===== src/rtl/cacheline_adaptor_pkg.sv =====
// rtl/cacheline_adaptor_pkg.sv - shared types and constants for the L2 line to burst adaptor
package cacheline_adaptor_pkg;

  localparam int LINE_WIDTH       = 256;
  localparam int BEAT_WIDTH       = 64;
  localparam int BEATS            = LINE_WIDTH / BEAT_WIDTH;
  localparam int LINE_OFFSET_BITS = 5;

  typedef enum logic [2:0] {
    IDLE,
    RD_REQ,
    RD_WAIT,
    WR,
    RESP,
    DONE
  } adaptor_state_t;

  typedef logic [1:0] beat_idx_t;

  localparam beat_idx_t LAST_BEAT = 2'(BEATS - 1);
  localparam logic [31:0] LINE_ADDR_MASK = ~32'((1 << LINE_OFFSET_BITS) - 1);

  function automatic logic [31:0] line_align(input logic [31:0] addr);
    return addr & LINE_ADDR_MASK;
  endfunction

endpackage


===== src/rtl/cacheline_adaptor_buffer.sv =====
// rtl/cacheline_adaptor_buffer.sv - 256-bit line register with beat-wide write and read ports
module line_beat_buffer
  import cacheline_adaptor_pkg::*;
(
  input  logic         clk,
  input  logic         rst,
  input  logic         load,
  input  logic [255:0] load_data,
  input  logic         wr_en,
  input  logic [1:0]   wr_idx,
  input  logic [63:0]  wr_data,
  input  logic [1:0]   rd_idx,
  output logic [63:0]  rd_data,
  output logic [255:0] line
);

  logic [LINE_WIDTH-1:0] line_q;
  logic [LINE_WIDTH-1:0] line_d;

  // A full-line load (write request capture) takes priority over beat assembly.
  always_comb begin
    line_d = line_q;
    if (load) begin
      line_d = load_data;
    end else if (wr_en) begin
      line_d[int'(wr_idx) * BEAT_WIDTH +: BEAT_WIDTH] = wr_data;
    end
  end

  always_ff @(posedge clk) begin
    if (rst) begin
      line_q <= '0;
    end else begin
      line_q <= line_d;
    end
  end

  assign rd_data = line_q[int'(rd_idx) * BEAT_WIDTH +: BEAT_WIDTH];
  assign line    = line_q;

endmodule


===== src/rtl/cacheline_adaptor.sv =====
// rtl/cacheline_adaptor.sv - converts one 256-bit line request into a 4-beat 64-bit memory burst
module cacheline_adaptor
  import cacheline_adaptor_pkg::*;
(
  input  logic         clk,
  input  logic         rst,
  input  logic [31:0]  line_addr,
  input  logic         line_read,
  input  logic         line_write,
  input  logic [255:0] line_wdata,
  output logic [255:0] line_rdata,
  output logic         line_resp,
  output logic [31:0]  bmem_addr,
  output logic         bmem_read,
  output logic         bmem_write,
  output logic [63:0]  bmem_wdata,
  input  logic         bmem_ready,
  input  logic [31:0]  bmem_raddr,
  input  logic [63:0]  bmem_rdata,
  input  logic         bmem_rvalid
);

  adaptor_state_t state_q, state_d;
  beat_idx_t      cnt_q, cnt_d;
  logic [31:0]    addr_q, addr_d;

  logic           buf_load;
  logic           beat_store;
  logic [63:0]    buf_rd_data;
  logic [255:0]   buf_line;

  assign buf_load   = (state_q == IDLE) && line_write;
  // Beats for other lines share the return bus and must not land in this buffer.
  assign beat_store = (state_q == RD_WAIT) && bmem_rvalid && (bmem_raddr == addr_q);

  always_comb begin
    state_d = state_q;
    cnt_d   = cnt_q;
    addr_d  = addr_q;
    case (state_q)
      IDLE: begin
        if (line_write) begin
          addr_d  = line_align(line_addr);
          cnt_d   = '0;
          state_d = WR;
        end else if (line_read) begin
          addr_d  = line_align(line_addr);
          cnt_d   = '0;
          state_d = RD_REQ;
        end
      end
      RD_REQ: begin
        if (bmem_ready) begin
          state_d = RD_WAIT;
        end
      end
      RD_WAIT: begin
        if (beat_store) begin
          cnt_d = cnt_q + 2'd1;
          if (cnt_q == LAST_BEAT) begin
            state_d = RESP;
          end
        end
      end
      WR: begin
        if (bmem_ready) begin
          cnt_d = cnt_q + 2'd1;
          if (cnt_q == LAST_BEAT) begin
            state_d = RESP;
          end
        end
      end
      RESP:    state_d = DONE;
      DONE:    state_d = IDLE;
      default: state_d = IDLE;
    endcase
  end

  always_ff @(posedge clk) begin
    if (rst) begin
      state_q <= IDLE;
      cnt_q   <= '0;
      addr_q  <= '0;
    end else begin
      state_q <= state_d;
      cnt_q   <= cnt_d;
      addr_q  <= addr_d;
    end
  end

  line_beat_buffer u_buf (
    .clk       (clk),
    .rst       (rst),
    .load      (buf_load),
    .load_data (line_wdata),
    .wr_en     (beat_store),
    .wr_idx    (cnt_q),
    .wr_data   (bmem_rdata),
    .rd_idx    (cnt_q),
    .rd_data   (buf_rd_data),
    .line      (buf_line)
  );

  assign line_resp  = (state_q == RESP);
  assign line_rdata = buf_line;
  assign bmem_read  = (state_q == RD_REQ);
  assign bmem_write = (state_q == WR);
  assign bmem_addr  = addr_q;
  assign bmem_wdata = buf_rd_data;

endmodule


===== config.mk =====
export PLATFORM = sky130hd
export DESIGN_NAME = cacheline_adaptor
export DESIGN_NICKNAME = d
export VERILOG_FILES = /design/src/rtl/cacheline_adaptor_pkg.sv /design/src/rtl/cacheline_adaptor_buffer.sv /design/src/rtl/cacheline_adaptor.sv
export SDC_FILE = /design/constraint.sdc
export NUM_CORES = 1
export LEC_CHECK = 0
export BUFFER_PORTS_ARGS = -buffer_cell sky130_fd_sc_hd__buf_4
export CAP_MARGIN = 40
export CELL_PAD_IN_SITES_DETAIL_PLACEMENT = 1
export CELL_PAD_IN_SITES_GLOBAL_PLACEMENT = 1
export CORE_AREA = 2 2 293 295
export CTS_BUF_LIST = sky130_fd_sc_hd__clkbuf_8
export CTS_CLUSTER_DIAMETER = 60
export DETAILED_ROUTE_END_ITERATION = 8
export DIE_AREA = 0 0 295 297
export PLACE_DENSITY = 0.6
export SKIP_LAST_GASP = 1
export SYNTH_ARGS = -nofsm -noshare
export SYNTH_HDL_FRONTEND = slang
export SYNTH_HIERARCHICAL = 1
export SYNTH_SLANG_ARGS = --single-unit

===== constraint.sdc =====
create_clock -name clk -period 2.13 [get_ports clk]
set_clock_uncertainty 0.2 [all_clocks]
set_input_delay 0 -clock clk [delete_from_list [all_inputs] [get_ports clk]]
set_output_delay 0 -clock clk [all_outputs]
set_load 0.02 [all_outputs]

==> results of run 1 <==
## cell usage in the layout (no fill, tap or decap), types with 3 or more instances in the layout
| cell | n |
|---|---|
| dfxtp_2 | 5 |
| nand4_1 | 3 |
| nand3_4 | 7 |
| nand2b_1 | 3 |
| a21oi_2 | 22 |
| a21oi_1 | 263 |
| ha_1 | 6 |
| clkinv_2 | 9 |
| xor2_1 | 24 |
| clkbuf_8 | 79 |
| nand2_1 | 57 |
| nor2b_1 | 3 |
| o21ai_0 | 3 |
| buf_12 | 40 |
| mux4_2 | 64 |
| conb_1 | 5 |
| or4_1 | 3 |
| a21oi_4 | 4 |
| mux2i_1 | 3 |
| dfxtp_4 | 3 |
| a22oi_1 | 249 |
| buf_16 | 3 |
| dfxtp_1 | 280 |
| nor4_1 | 9 |
| nand3_1 | 245 |
| a22oi_2 | 7 |
| nor2_1 | 12 |
| buf_6 | 8 |
| inv_1 | 18 |
| dlygate4sd3_1 | 648 |
| buf_4 | 816 |
| diode_2 | 11 |
| clkbuf_16 | 10 |
| nand3_2 | 6 |
## worst min path at each step
stage                                      end  slack, ps          start
finish                   cnt_q[0]$_SDFFE_PP0P_       -120  bmem_raddr[4]
global route             cnt_q[0]$_SDFFE_PP0P_       -120  bmem_raddr[4]
CTS                      cnt_q[0]$_SDFFE_PP0P_       -220  bmem_raddr[2]
detailed placement  bmem_addr[26]$_SDFFE_PP0P_         60  line_addr[26]
global placement    bmem_addr[12]$_SDFFE_PP0P_         50  line_addr[12]
floorplan           bmem_addr[31]$_SDFFE_PP0P_        -70  line_addr[31]
## kinds of logic after synthesis
logic type,count (synthesis),share of synthesized area (%)
buffers and inverters,171,6.436
adder cells (fa/ha/maj),6,0.5400
multiplexers,67,10.59
flip-flops,288,41.48
other,1,0.02698
AND/OR/NAND/NOR,375,14.01
XOR/XNOR,29,1.827
AO/OA/AOI/OAI,556,25.09
## power groups by stage
stage,registers (mW),logic [mW],clock network [mW]
after detailed placement,7.50,10.0,0
final,7.53,11.7,6.33
after global routing,7.58,12.2,6.71
after CTS,7.40,11.0,6.47
after global placement,7.46,9.90,0
after floorplan,8.26,3.99,0
## per-stage QoR
step	power [mW]	hold WS [ps]	worst slack, ps	util (%)	instances
3_5_place_dp	17.51	59.53	-655.5	25.32	3321
6_report	25.51	-118.6	-656.8	35.47	4118
3_3_place_gp	17.36	47.72	-679.0	25.32	3321
4_1_cts	24.88	-220.1	-591.3	34.58	4080
5_1_grt	26.49	-121.6	-838.7	35.47	4116
2_1_floorplan	12.26	-74.39	-269.4	-	1497
## metal layers
layer | track usage [%] | vias up
li1 | - | 8598
met1 | 23.60 | 10060
met2 | 39.21 | 1209
met3 | 5.118 | 333
met4 | 12.22 | 4
met5 | 0 | -
## tightest hold or removal path, delay by kind of cell
family,cells,cell delay [ps]
simple gates,3,310
compound gates,2,280
buf+inv,1,80
## cell type report
class	instances	share of cell area [%]
clock inverters	29	0.6013
repair buffers	1527	46.27
well taps	1144	4.777
clock buffers	79	3.628
inverters	2	0.02505
multi-input cells	1038	25.31
flip-flops and latches	288	19.30
diodes	11	0.09186
## flip-flops by register name, summed over array words and instances (netlist names)
| signal | flops |
|---|---|
| u_buf/line | 256 |
| cnt_q | 2 |
| bmem_addr | 27 |
| state_q | 3 |
## repair_timing
item,4_1_cts,5_1_grt
endpoints found under the hold margin,288,4
buffers inserted,2,10
resized for setup,3,65
pin swaps,0,17
gates cloned,1,17
endpoints found under the setup margin,324,325
==> flow_summary.ini, run 1 <==
[drt]
dr.pass1.iters = 6
wl_met3_mm = 8.280
highest_layer = met5
wl_met1_mm = 38.88
drt_iter0_markers = 1252
wl_mm = 106.5
wl_per_cell_um = 25.85
num_vias = 20200
viasPerCell = 4.906
ant_nets = 0
wl_met2_mm = 53.47
drcViolationCount = 0

[timing]
setup_viol = 324
worst_pin_slew_ps = 701.9
hold_viol = 4
fin_crit_ps = 2787
slew_headroom_pct = 53.21
fmax_mhz = 358.8
drv_slew = 0
timing.hold.ws_ps = -118.6
rsz0062_at_grt = yes
min_period_over_period_pct = 130.8
setup_slack_ps = -656.8
tns_ps = -161340

[die]
dieArea_mm2 = 0.08762
start_util_pct = 16.46
fp.coreArea_mm2 = 0.08448
rows = 107
io_pins = 745
die_w_um = 295
fp.dieH_um = 297

[global_route]
grt_first_pass_wirelength_mm = 146.4
antenna_found_initial = 12
grt.total_usage_pct = 21.93
grt_max_degree = 63
grt_overflow = 0
grt_pass1_vias = 22700

[run_status]
violations = negative hold slack, negative setup slack
status = finished, violations left

[clock_network]
cts_buffers = 58
cts_hold_buf = 648
clk_latency_ps = 640
path_clk_slew_ps = 70
clkSinkCount = 288
cts_tree = done
h-tree-depth = 2
cts-root-buf = clkbuf_8
clockBufferDepth = 3

[yosys]
yosys.area.top_type = dfxtp_1
synth_area_leaders = dfxtp_1 41%, a22oi_1 14%, mux4_2 10%
avgSynthCellArea_um2 = 9.311
yosysWarnings = 6
ys_ff_latch = 288
seq_area_frac_synth_pct = 41.48
syn_area_mm2 = 0.01390
async_flop_share_pct = 0
synth_edf_count = 0
yosysMostFrequentCell = dfxtp_1
syn_inst = 1493
synthDistinctLibCells = 50
synth-main-ff-cell = dfxtp_1
synth_top_area_share_pct = 41.48
yosys-top-cells-count = 288 x dfxtp_1, 285 x a21oi_1, 258 x nand3_1

[worst_setup_path]
critPathBufInv = 3
crit_family = simple AND/OR/NAND/NOR gates
crit_arrival_ps = 3160
worst-path-max-fanout = 6
cpMaxStageDelayCell = and4bb_4
crit_required_ps = 2500
rrSetupSlack_ps = -660
rr_startpoint = bmem_addr[15]$_SDFFE_PP0P_
crit_end = u_buf/line[198]$_SDFFE_PP0P_
crit_type = reg -> reg
setup.worst_path.start_class = flop
startpoint = bmem_addr[15]$_SDFFE_PP0P_
path_cells = xor2_2, nor4_2, nand3_1, nor4_4, buf_4, and4bb_4, buf_6, buf_6, nand3_1, a21oi_1
cpPeakStageDelay_ps = 360
crit_cells = 10
r2r.worst_path.cells = 10
critPathCaptureType = flop
r2r-end = u_buf/line[198]$_SDFFE_PP0P_

[power_and_ir_drop]
powerDensity_mw_per_mm2 = 851.4
p_int_mw = 15.14
combinationalPowerShare_pct = 45.7
power.leakage_nw = 12.12
pwr-share-seq_pct = 29.5
p_sw_mw = 10.37
switching_share_pct = 40.66
vdd_drop_max_mv = 0.5026
pwr-share-clk_pct = 24.8

[worst_hold_path]
hold_depth = 6
min_path_type = in -> reg

[place]
placed_area_mm2 = 0.02139
portBuffers = 734
hpwl_mm = 60.93
routabilityCongestion = 0.8598

[finish]
design_area_mm2 = 0.02997
multi_input_area_mm2 = 0.007584
fill_cells = 9570
drive_above_1_share_pct = 37.46
layout.nets = 3311
final-seq-area_mm2 = 0.005783
syn_to_final_growth_pct = 115.6

[flow_run]
drv_cap = 0
(Power assumes the default switching activity.)
==> run 2, diff against run 1 <==
Settings changed: ABC_AREA set to 1, CORE_AREA 2 2 293 295 to 2 2 292 294, DIE_AREA 0 0 295 297 to 0 0 294 296, PLACE_DENSITY 0.6 to 0.73, RECOVER_POWER set to 50.
==> run 2 against run 1 <==
  * The run ends with negative setup slack left
  * Sequential share of layout area shrank 1.9 points
  * Fmax grew 2.8%
  * Cell count grew 36%
  * Worst hold slack gained 150 ps
  * Register-to-register slack gained 70 ps
  * Global-route usage grew 7.6 points
  * Non-clock buffer count shrank 30
  * Clock power shrank 0.8%
  * Synthesized cell count grew 110%
  * Critical endpoint is now u_buf/line[193]$_SDFFE_PP0P_
==> flow_summary.ini, run 2 <==
[finish]
design_area_mm2 = 0.03334
largest_reg_flops = 256
syn_to_final_growth_pct = 85.95
layout.nets = 4836
layout.cells.non_filler = 5595
drive_above_1_share_pct = 23.19
layout_commonest_cell = nand2_1
fill_cells = 10620
multi_input_area_mm2 = 0.01067
final_core_util_pct = 39.59
final_cell_mix = 839 x nand2_1, 709 x buf_4, 633 x nor2_1, 536 x dlygate4sd3_1, 387 x nand3_1
final-seq-area_mm2 = 0.005793

[place]
dp_cells = 4907
routabilityCongestion = 0.9070
portBuffers = 734
place_ws_ps = -924.9
hpwl_mm = 82.92
placed_area_mm2 = 0.02620

[yosys]
synth_edf_count = 0
synth-main-ff-cell = dfxtp_1
yosys-top-cells-count = 866 x nand2_1, 668 x nor2_1, 401 x nand3_1
synth_top_area_share_pct = 32.16
syn_area_mm2 = 0.01793
synth_area_leaders = dfxtp_1 32%, nand2_1 18%, nor2_1 14%
avgSynthCellArea_um2 = 5.739
yosysWarnings = 6
yosys.area.top_type = dfxtp_1
async_flop_share_pct = 0
yosysMostFrequentCell = nand2_1
synthDistinctLibCells = 32
seq_area_frac_synth_pct = 32.16
ys_ff_latch = 288
syn_inst = 3124

[worst_setup_path]
crit_cells = 14
crit_family = simple AND/OR/NAND/NOR gates
path_cells = xnor2_4, nand3_2, nor4_4, nand2_2, nor2_4, buf_12, nand2_8, nand2_8, buf_12, clkbuf_16, nand2_1, nor2_1, nor2_1, nor2_1
critPathCaptureType = flop
r2r.worst_path.cells = 14
cpPeakStageDelay_ps = 360
cpMostUsedCell = nor2_1
worst-path-max-fanout = 6
crit_type = reg -> reg
critPathBufInv = 3
cpMaxStageDelayCell = dfxtp_4
r2r-end = u_buf/line[193]$_SDFFE_PP0P_
setup.worst_path.start_class = flop
rr_startpoint = bmem_addr[13]$_SDFFE_PP0P_
crit_required_ps = 2530
crit_arrival_ps = 3110
rrSetupSlack_ps = -580

[die]
fp.dieH_um = 296
fp.coreArea_mm2 = 0.08421
io_pins = 745
die_w_um = 294
rows = 107
dieArea_mm2 = 0.08702
start_util_pct = 21.29

[timing]
hold_viol = 0
rsz0062_at_grt = yes
fmax_mhz = 368.7
setup_slack_ps = -582.1
worst_pin_slew_ps = 609.0
tns_ps = -126490
setup_viol = 322
timing.hold.ws_ps = 36.04
fin_crit_ps = 2712
min_period_over_period_pct = 127.3
slew_headroom_pct = 59.40
drv_slew = 0

[global_route]
use_met2_pct = 49.82
grt_overflow = 0
grt_first_pass_wirelength_mm = 194.2
grt.total_usage_pct = 29.55
grt_use_met3_pct = 6.483
grt_pass1_vias = 30590
antenna_found_initial = 22
use_met1_pct = 33.67
busiest_layer = met2
grt_max_degree = 99

[clock_network]
path_clk_slew_ps = 70
clockBufferDepth = 3
cts_buffers = 59
cts-root-buf = clkbuf_8
clk_latency_ps = 670
clkSinkCount = 288
h-tree-depth = 2
cts_tree = done

[power_and_ir_drop]
p_int_mw = 19.25
powerDensity_mw_per_mm2 = 1178
pwr-share-clk_pct = 16.0
vdd_drop_max_mv = 0.6906
p_sw_mw = 20.03
pwr-share-seq_pct = 21.4
combinationalPowerShare_pct = 62.6
switching_share_pct = 51.00
power.leakage_nw = 15.47
total_power_mw = 39.29

[worst_hold_path]
hp-start = line_wdata[83]
min_path_type = in -> reg
hold_end = u_buf/line[83]$_SDFFE_PP0P_
hold_depth = 6

[drt]
wl_mm = 137.2
viasPerCell = 5.136
wl_per_cell_um = 24.52
ant_nets = 0
num_vias = 28730
dr.pass1.iters = 5
drcViolationCount = 0
drt_iter0_markers = 2295

[run_status]
violations = negative setup slack
status = finished, violations left

[flow_run]
drv_cap = 0
[run 2: cell type report]
| class | count | area share (%) |
|---|---|---|
| Antenna cell | 20 | 0.1501 |
| Clock buffer | 76 | 3.137 |
| Clock inverter | 30 | 0.5292 |
| Inverter | 231 | 2.672 |
| Multi-Input combinational cell | 2363 | 32.00 |
| Sequential cell | 288 | 17.38 |
| Tap cell | 1090 | 4.091 |
| Timing Repair Buffer | 1497 | 40.04 |
[run 2: repair_timing]
action	4_1_cts	5_1_grt
pin swaps	14	31
endpoints found under the hold margin	288	0
cloned	10	4
buffers inserted	6	6
hold buffers	536	0
gates resized for setup	54	97
endpoints found under the setup margin	320	331
[run 2: worst min-delay path, cell delays in order]
cell and delay [ps]:
dlygate4sd3_1 550, buf_4 110, nand2_1 40, nand2_1 50
nor2_1 40, nor2_1 70
[run 2: cell families after synthesis]
| logic type | synth area share [%] |
|---|---|
| compound gates | 11.30 |
| other cells | 0.02092 |
| flops | 32.16 |
| fa+ha+maj | 0.4187 |
| xor+xnor | 0.2931 |
| simple gates | 44.35 |
| buf+inv | 11.45 |
[run 2: worst max-delay path by stage]
stage	from	end	slack, ps
after global placement	bmem_addr[13]$_SDFFE_PP0P_	u_buf/line[227]$_SDFFE_PP0P_	-920
after global routing	bmem_addr[13]$_SDFFE_PP0P_	u_buf/line[193]$_SDFFE_PP0P_	-620
after detailed placement	bmem_addr[13]$_SDFFE_PP0P_	u_buf/line[246]$_SDFFE_PP0P_	-920
final	bmem_addr[13]$_SDFFE_PP0P_	u_buf/line[193]$_SDFFE_PP0P_	-580
after CTS	cnt_q[1]$_SDFFE_PP0P_	bmem_wdata[32]	-350
after floorplan	cnt_q[0]$_SDFFE_PP0P_	u_buf/line[192]$_SDFFE_PP0P_	10
[run 2: power groups by stage]
stage / Clock [mW] / Combinational (mW) / Sequential [mW]
finish: 6.28 / 24.6 / 8.42
global route: 6.58 / 25.8 / 8.50
CTS: 6.36 / 23.4 / 8.27
detailed placement: 0 / 21.5 / 8.35
global placement: 0 / 21.2 / 8.33
floorplan: 0 / 9.41 / 9.41
[run 2: per-layer routing]
metal	vias up	part of all wire, %
met5	-	0.0095
met4	2	6.9
met3	622	8.6
met2	1767	47
met1	13810	37
li1	12530	-
==> run 3, diff against run 2 <==
Settings changed: CTS_BUF_LIST sky130_fd_sc_hd__clkbuf_8 to sky130_fd_sc_hd__clkbuf_16, HOLD_SLACK_MARGIN set to 0.05.
==> run 3 against run 2 <==
  * Clock-buffer cell count shrank 32
  * Register-to-register slack gained 50 ps
  * Setup slack gained 48 ps
  * Core utilization shrank 1.9 points
  * Global-route usage shrank 2.4 points
  * Critical path type unchanged
  * Power shrank 0.88%
  * Clock power grew 15%
  * Largest power group unchanged
  * Fmax grew 1.8%
  * Worst hold slack gained 47 ps
  * The flow still finishes with violations (negative setup slack)
  * Sequential share of layout area grew 0.89 points
  * Critical path depth shrank 1
==> flow_summary.ini, run 3 (synthesis results as in run 2) <==
[finish]
final-seq-area_mm2 = 0.005791
syn_to_final_growth_pct = 76.80
final_core_util_pct = 37.64
fill_cells = 10670
final_cell_mix = 845 x nand2_1, 708 x buf_4, 647 x nor2_1, 381 x nand3_1, 364 x dlygate4sd3_1
largest_reg_flops = 256
layout.cells.non_filler = 5391
multi_input_area_mm2 = 0.01063
drive_above_1_share_pct = 23.28
layout.nets = 4653
layout_commonest_cell = nand2_1
design_area_mm2 = 0.03170

[drt]
viasPerCell = 4.964
num_vias = 26760
wl_per_cell_um = 23.33
dr.pass1.iters = 6
drt_iter0_markers = 1856
ant_nets = 0
wl_mm = 125.8
drcViolationCount = 0

[run_status]
violations = negative setup slack
status = finished, violations left

[worst_setup_path]
rrSetupSlack_ps = -530
path_cells = xnor2_1, buf_4, nand4_1, nor3_1, nand2_2, nor2_4, buf_12, nand2_8, nand2_8, buf_8, buf_12, nand3_2, a21oi_2
crit_type = reg -> reg
cpPeakStageDelay_ps = 320
startpoint = bmem_addr[25]$_SDFFE_PP0P_
crit_required_ps = 2420
r2r-end = u_buf/line[4]$_SDFFE_PP0P_
crit_arrival_ps = 2950
worst-path-max-fanout = 8
r2r.worst_path.cells = 13
crit_family = simple AND/OR/NAND/NOR gates
crit_end = u_buf/line[4]$_SDFFE_PP0P_
setup.worst_path.start_class = flop
critPathBufInv = 4
crit_cells = 13
cpMaxStageDelayCell = dfxtp_1
critPathCaptureType = flop
rr_startpoint = bmem_addr[25]$_SDFFE_PP0P_

[clock_network]
clockBufferDepth = 3
clk_latency_ps = 570
path_clk_slew_ps = 60
cts-root-buf = clkbuf_16
h-tree-depth = 2
clkSinkCount = 288
cts_buffers = 44
cts_tree = done

[timing]
hold_viol = 0
fin_crit_ps = 2664
rsz0062_at_grt = yes
fmax_mhz = 375.4
setup_slack_ps = -533.6
min_period_over_period_pct = 125.0
timing.hold.ws_ps = 82.61
setup_viol = 321
worst_pin_slew_ps = 625.2
slew_headroom_pct = 57.88
drv_slew = 0

[global_route]
grt_max_degree = 99
antenna_found_initial = 14
grt_overflow = 0
grt.total_usage_pct = 27.16
grt_first_pass_wirelength_mm = 179.2
grt_pass1_vias = 28010

[power_and_ir_drop]
p_int_mw = 19.78
power.leakage_nw = 14.65
switching_share_pct = 49.19
pwr-share-seq_pct = 21.4
combinationalPowerShare_pct = 60.1
powerDensity_mw_per_mm2 = 1228
pwr-share-clk_pct = 18.5
vdd_drop_max_mv = 0.6665
p_sw_mw = 19.16

[place]
routabilityCongestion = 0.9070
placed_area_mm2 = 0.02620
portBuffers = 734
dp_cells = 4907
hpwl_mm = 82.92

[worst_hold_path]
min_path_type = in -> reg
hp-start = line_addr[17]

[die]
io_pins = 745
die_w_um = 294
fp.coreArea_mm2 = 0.08421
rows = 107
start_util_pct = 21.29
dieArea_mm2 = 0.08702
fp.dieH_um = 296

[flow_run]
drv_cap = 0
-- run 3: worst register-to-register path, delay by kind of cell (launching register included) --
kind,cells,cell delay (ps)
simple gates,7,1010
buf+inv,4,640
compound gates,1,150
xor+xnor,1,270
flops,1,320
-- run 3: how the worst min path moves through the flow --
| stage | to | slack (ps) | cells past startpoint |
|---|---|---|---|
| 6_report | bmem_addr[17]$_SDFFE_PP0P_ | 80 | 4 |
| 5_1_grt | bmem_addr[17]$_SDFFE_PP0P_ | 100 | 4 |
| 4_1_cts | u_buf/line[112]$_SDFFE_PP0P_ | 50 | 6 |
| 3_5_place_dp | bmem_addr[16]$_SDFFE_PP0P_ | 90 | 3 |
| 3_3_place_gp | bmem_addr[6]$_SDFFE_PP0P_ | 80 | 3 |
| 2_1_floorplan | bmem_addr[13]$_SDFFE_PP0P_ | -40 | 2 |
-- run 3: layout make-up --
cell class              instances  share of cell area [%]
multi-input cells            2363                   33.53
inverters                     231                   2.767
clock buffers                  44                   3.473
well taps                    1090                   4.302
flip-flops and latches        288                   18.27
diodes                         14                  0.1105
repair buffers               1329                   36.67
clock inverters                32                  0.8762
-- run 3: timing repair --
| item | 4_1_cts | 5_1_grt |
|---|---|---|
| resized for setup | 79 | 44 |
| hold endpoints to repair | 288 | 0 |
| pin swaps | 40 | 6 |
| setup buffers | 15 | 2 |
| setup endpoints to repair | 319 | 326 |
| gates cloned | 8 | 5 |
| hold buffers | 364 | 0 |
-- run 3: layer usage --
layer / share of wire, % / vias up / wire length [um] / global-route usage [%]
met5: 0.010 / - / 13 / 0
met4: 5.0 / 2 / 6331 / 13.79
met3: 7.3 / 362 / 9161 / 5.269
met2: 49 / 1317 / 61080 / 46.65
met1: 39 / 12930 / 49180 / 32.19
li1: - / 12150 / - / -
-- run 3: per-stage QoR --
step	worst slack (ps)	power, mW	setup TNS [ps]
after floorplan	9.522	18.82	0
after global placement	-917.4	29.52	-208150
after detailed placement	-924.9	29.84	-210190
after CTS	-322.2	38.57	-76870
after global routing	-629.3	40.79	-159040
final	-533.6	38.94	-125390
-- run 3: power groups by stage --
stage                     registers, mW  logic, mW  clock network, mW
final                              8.31       23.4               7.22
after global routing               8.42       24.8               7.57
after CTS                          8.26       23.0               7.35
after detailed placement           8.35       21.5                  0
after floorplan                    9.41       9.41                  0
after global placement             8.33       21.2                  0
